$ cat config.mk
export PLATFORM = sky130hd
export DESIGN_NAME = fifo_wr_arbiter_flat
export DESIGN_NICKNAME = d
export VERILOG_FILES = /design/src/rtl/fifo_wr_arbiter_if.sv /design/src/rtl/fifo_wr_arbiter.sv /design/src/flat_wrapper.sv
export SDC_FILE = /design/constraint.sdc
export NUM_CORES = 1
export LEC_CHECK = 0
export BUFFER_PORTS_ARGS = -buffer_cell sky130_fd_sc_hd__clkbuf_2
export CAP_MARGIN = 30
export CORE_MARGIN = 2
export CORE_UTILIZATION = 30
export CTS_CLUSTER_SIZE = 28
export DETAILED_ROUTE_END_ITERATION = 10
export PLACE_DENSITY_LB_ADDON = 0.05
export SYNTH_ARGS = -nofsm -noshare
export SYNTH_HDL_FRONTEND = slang
export SYNTH_SLANG_ARGS = --single-unit
$ cat constraint.sdc
create_clock -name wclk -period 1.5 [get_ports wclk]
set_clock_uncertainty 0.05 [all_clocks]
set_input_delay 0.075 -clock wclk [delete_from_list [all_inputs] [get_ports wclk]]
set_output_delay 0.075 -clock wclk [all_outputs]
set_load 0.05 [all_outputs]
$ cat src/rtl/fifo_wr_arbiter_if.sv
// Bundle of requester-side and FIFO-write-side signals shared by fifo_wr_arbiter.
// master drives requests and FIFO flags; slave is the arbiter itself.
interface fifo_wr_arbiter_if #(
    parameter int NREQ  = 4,
    parameter int DSIZE = 8
);
    logic [NREQ-1:0]       req_valid;
    logic [NREQ*DSIZE-1:0] req_data;
    logic [NREQ-1:0]       req_last;
    logic [NREQ-1:0]       req_ready;
    logic                  wfull;
    logic                  awfull;
    logic                  winc;
    logic [DSIZE-1:0]      wdata;
    logic [NREQ-1:0]       grant;
    logic                  busy;

    modport master (
        output req_valid, req_data, req_last, wfull, awfull,
        input  req_ready, winc, wdata, grant, busy
    );

    modport slave (
        input  req_valid, req_data, req_last, wfull, awfull,
        output req_ready, winc, wdata, grant, busy
    );
endinterface

$ cat src/rtl/fifo_wr_arbiter.sv
// Packet-locked round-robin arbiter sharing one FIFO write port among NREQ requesters.
// Optional macro WR_ARB_AWFULL_THROTTLE_EN: hold off new grants while awfull is set.
module fifo_wr_arbiter #(
    parameter int NREQ  = 4,
    parameter int DSIZE = 8
) (
    input logic             wclk,
    input logic             wrst,
    fifo_wr_arbiter_if.slave bus
);
    localparam int IW = (NREQ > 1) ? $clog2(NREQ) : 1;

    typedef enum logic {IDLE, LOCK} state_t;

    state_t          state, state_next;
    logic [NREQ-1:0] grant_q, grant_next;
    logic [IW-1:0]   owner, owner_next;
    logic [IW-1:0]   rr_ptr, rr_next;
    logic [IW-1:0]   pick;
    logic            pick_found;
    logic            arb_ok;
    logic            beat;
    logic [NREQ-1:0] ready_c;
    logic            winc_c;
    logic [DSIZE-1:0] wdata_c;

    // Round-robin search starting just after the last packet owner.
    always_comb begin
        int idx;
        logic [IW-1:0] cand;
        idx        = 0;
        cand       = '0;
        pick       = '0;
        pick_found = 1'b0;
        for (int k = 1; k <= NREQ; k++) begin
            idx  = (int'(rr_ptr) + k) % NREQ;
            cand = IW'(idx);
            if (!pick_found && bus.req_valid[cand]) begin
                pick_found = 1'b1;
                pick       = cand;
            end
        end
    end

`ifdef WR_ARB_AWFULL_THROTTLE_EN
    assign arb_ok = pick_found & ~bus.wfull & ~bus.awfull;
`else
    logic unused_awfull;
    assign unused_awfull = bus.awfull;
    assign arb_ok = pick_found & ~bus.wfull;
`endif

    assign beat = (state == LOCK) & bus.req_valid[owner] & ~bus.wfull;

    always_comb begin
        state_next = state;
        grant_next = grant_q;
        owner_next = owner;
        rr_next    = rr_ptr;
        ready_c    = '0;
        winc_c     = 1'b0;
        wdata_c    = '0;
        case (state)
            IDLE: begin
                if (arb_ok) begin
                    state_next       = LOCK;
                    owner_next       = pick;
                    grant_next       = '0;
                    grant_next[pick] = 1'b1;
                end
            end
            LOCK: begin
                if (beat && bus.req_last[owner]) begin
                    state_next = IDLE;
                    grant_next = '0;
                    rr_next    = owner;
                end
                // Reset gates the beat combinationally so an abandoned packet never writes.
                if (!wrst) begin
                    ready_c[owner] = ~bus.wfull;
                    winc_c         = beat;
                    if (beat) begin
                        wdata_c = bus.req_data[owner*DSIZE +: DSIZE];
                    end
                end
            end
            default: begin
                state_next = IDLE;
                grant_next = '0;
            end
        endcase
    end

    always_ff @(posedge wclk) begin
        if (wrst) begin
            state   <= IDLE;
            grant_q <= '0;
            owner   <= '0;
            rr_ptr  <= IW'(NREQ - 1);
        end else begin
            state   <= state_next;
            grant_q <= grant_next;
            owner   <= owner_next;
            rr_ptr  <= rr_next;
        end
    end

    assign bus.req_ready = ready_c;
    assign bus.winc      = winc_c;
    assign bus.wdata     = wdata_c;
    assign bus.grant     = grant_q;
    assign bus.busy      = (state == LOCK);
endmodule

$ cat src/flat_wrapper.sv
// flat-port wrapper written by rule: the top's interface ports become plain ports
module fifo_wr_arbiter_flat 
#(
    parameter int NREQ  = 4,
    parameter int DSIZE = 8
)
  (wclk, wrst, bus_req_valid, bus_req_data, bus_req_last, bus_wfull, bus_awfull, bus_req_ready, bus_winc, bus_wdata, bus_grant, bus_busy);
  fifo_wr_arbiter_if #(.NREQ(NREQ), .DSIZE(DSIZE)) bus_i ();
  input logic wclk;
  input logic wrst;
  input wire logic [$bits(bus_i.req_valid)-1:0] bus_req_valid;
  input wire logic [$bits(bus_i.req_data)-1:0] bus_req_data;
  input wire logic [$bits(bus_i.req_last)-1:0] bus_req_last;
  input wire logic [$bits(bus_i.wfull)-1:0] bus_wfull;
  input wire logic [$bits(bus_i.awfull)-1:0] bus_awfull;
  output wire logic [$bits(bus_i.req_ready)-1:0] bus_req_ready;
  output wire logic [$bits(bus_i.winc)-1:0] bus_winc;
  output wire logic [$bits(bus_i.wdata)-1:0] bus_wdata;
  output wire logic [$bits(bus_i.grant)-1:0] bus_grant;
  output wire logic [$bits(bus_i.busy)-1:0] bus_busy;
  assign bus_i.req_valid = bus_req_valid;
  assign bus_i.req_data = bus_req_data;
  assign bus_i.req_last = bus_req_last;
  assign bus_i.wfull = bus_wfull;
  assign bus_i.awfull = bus_awfull;
  assign bus_req_ready = bus_i.req_ready;
  assign bus_winc = bus_i.winc;
  assign bus_wdata = bus_i.wdata;
  assign bus_grant = bus_i.grant;
  assign bus_busy = bus_i.busy;
  fifo_wr_arbiter #(.NREQ(NREQ), .DSIZE(DSIZE)) u_core (.wclk(wclk), .wrst(wrst), .bus(bus_i));
endmodule
==> run metrics <==
GRT overflow 0; ys async rst share 0%; core box area around 2700 sq um; RSZ-0062 raised after global routing yes; nets@finish between 200 and 250; # hold bufs at CTS 0; Max-Cap Viols 0; n_diodes 0; first-pass detailed-route iteration total 4; Core Rows 19; CP Data Arrival Time around 1.7 ns; DRT antenna net count 0; Die X about 57 microns; gr usage total approximately 18%; worst path required time approximately 1.4 ns; Initial Util slightly above 30%; Tot Pwr roughly 0.0009 W; LEAKAGE about 0.69 nW; routed vias between 1k and 1.5k; vias in the first global route 970; final-report setup violation count 16; initial antenna violation count 0; R2R Setup Slk -0.11 ns; io pins just over 60; crit path max fanout 7; Period Utilization, post-route 119%; clk buf depth 2; status finished, violations left; commonest cells after routing, fill and taps aside clkbuf_2 (47), buf_8 (11), buf_4 (11); Vias/cell around 5.5; CP endpoint kind output port; syn_nets between 100 and 150; first-pass GRT wire length roughly 4500 microns; VDD IR-drop max about 0.61 mV; Post-synth EDFFs 0; Synth Instances 86; final hold slack between 0.15 and 0.2 ns; HP Start wrst; Die ar. 3220 sq um; largest net degree at the start of global routing 16; Slew @ Worst Pin a little under 0.4 ns; top_reg_cell synth dfxtp_1; Max Slew Vio Count 0; Hold Violations, Final 0; synth unique cells 31; Syn. warnings 0; post-detailed-placement half-perimeter wirelength approximately 2000 microns; commonest non-fill, non-tap cell in the layout clkbuf_2; die height between 50 and 60 microns; WHS Endpoint u_core.owner[0]; worst hold path stage count 3; Setup crit start kind flop; P&R area growth vs syn 85.5%; clock sink count 9; CTS tree built; Worst-path clk slew 0.06 ns; R2R Path End u_core.rr_ptr[1]; later-pin clock latency in the skew report 0.26 ns; Detailed Route WL about 2900 microns; Port Buffers 60; Routed WL per cell approximately 15 microns; RR Startpoint u_core.owner[0]; Pwr Density a little under 600 nW/um^2; fin crit period ~1.8 ns; crit path kind flop to output port; Placer Congestion 0.742; synthesized cell area 835 sq um; DRC viols 0; clk root buf clkbuf_4; failing checks negative setup slack; Seq/Total Area, Yosys a little over a fifth; hold crit path type input pin to flop; fmax about 560 MHz; H-tree Lvls 1; Final WS setup -0.283 ns; R2R depth 4; flops & latches, synth 9; share of cells above drive strength 1 between 60% and 70%; CTS buffer count 3; syn_area_per_cell 9.70 sq um; First DRT Iteration DRCs 27; Slew HR about three quarters
[cells in the mapped netlist, drive strengths merged (2+ instances only)]
cell / number / share of area, %
mux4: 9 / 26
nand2: 6 / 2.7
nor3b: 2 / 1.8
o22ai: 4 / 3.0
and3: 9 / 6.7
clkbuf: 3 / 1.3
nand2b: 2 / 1.5
nor2: 8 / 3.6
dfxtp: 9 / 22
buf: 5 / 4.3
mux2i: 5 / 6.0
nand3b: 6 / 5.4
a21oi: 2 / 1.2
a211oi: 2 / 1.8
[power breakdown]
| group | switching (W) | internal, W | leakage [nW] |
|---|---|---|---|
| Combinational | 0.000210 | 0.000226 | 0.600 |
| Sequential | 0.0000202 | 0.000256 | 0.0755 |
| Clock | 0.0000809 | 0.000102 | 0.0150 |
| Total | 0.000311 | 0.000584 | 0.691 |
[critical path, cell delays in order, from the launching register on]
cell and delay (ns):
dfxtp_4 0.41, buf_6 0.15, mux4_2 0.50, and3_4 0.20, buf_8 0.14
[cell families (layout without fill, tap and decap cells)]
logic type / Yosys count / after routing / synth area share [%]
compound gates: 15 / 15 / 13.0
buf+inv: 9 / 81 / 6.15
flops: 9 / 9 / 21.6
mux: 14 / 15 / 32.1
simple gates: 39 / 39 / 27.1
[area by class of cell]
class / count / area, sq um
inverter: 1 / 3.75
sequential: 9 / 191
multi-input combinational: 69 / 721
timing repair buffer: 76 / 567
fill: 237 / 1160
clock buffer: 4 / 26.3
tap: 31 / 38.8
[flip-flops by register name (all words and copies together), names as in the netlist]
name / flops
u_core.owner: 2
u_core.bus.grant: 4
u_core.bus.busy: 1
u_core.rr_ptr: 2
[layer usage]
metal | part of all wire (%) | GRT usage (%) | up-vias
met3 | 7.7 | 3.92 | 8
met4 | 2.2 | 6.98 | 0
met1 | 39 | 21.4 | 495
met2 | 51 | 30.1 | 51
li1 | - | - | 486
met5 | 0 | 0 | -
[per-stage QoR]
step	setup WS (ns)	cells	cell area, sq um	setup TNS, ns	util [%]
global placement	-0.124	181	1270	-1.42	47.0
detailed placement	-0.161	181	1270	-1.92	47.0
floorplan	-0.0239	86	883	-0.0649	-
CTS	-0.322	188	1480	-2.53	54.5
global route	-0.338	190	1550	-3.56	57.1
finish	-0.283	190	1550	-2.79	57.1
[worst max path at each step]
stage / from / end / slack [ns] / cells past startpoint
2_1_floorplan: u_core.owner[0] / u_core.rr_ptr[0] / -0.02 / 5
3_3_place_gp: u_core.owner[0] / u_core.rr_ptr[1] / -0.12 / 3
3_5_place_dp: u_core.owner[0] / u_core.rr_ptr[1] / -0.16 / 3
4_1_cts: u_core.owner[0] / bus_wdata[5] / -0.32 / 4
5_1_grt: u_core.owner[0] / bus_wdata[5] / -0.34 / 4
6_report: u_core.owner[0] / bus_wdata[5] / -0.28 / 4
[repair_timing]
action,in CTS,in global routing
resized for setup,41,21
cloned,2,0
setup buffers,1,2
pin swaps,4,1
endpoints found under the setup margin,20,19
Power figures use the tool's default switching activity.
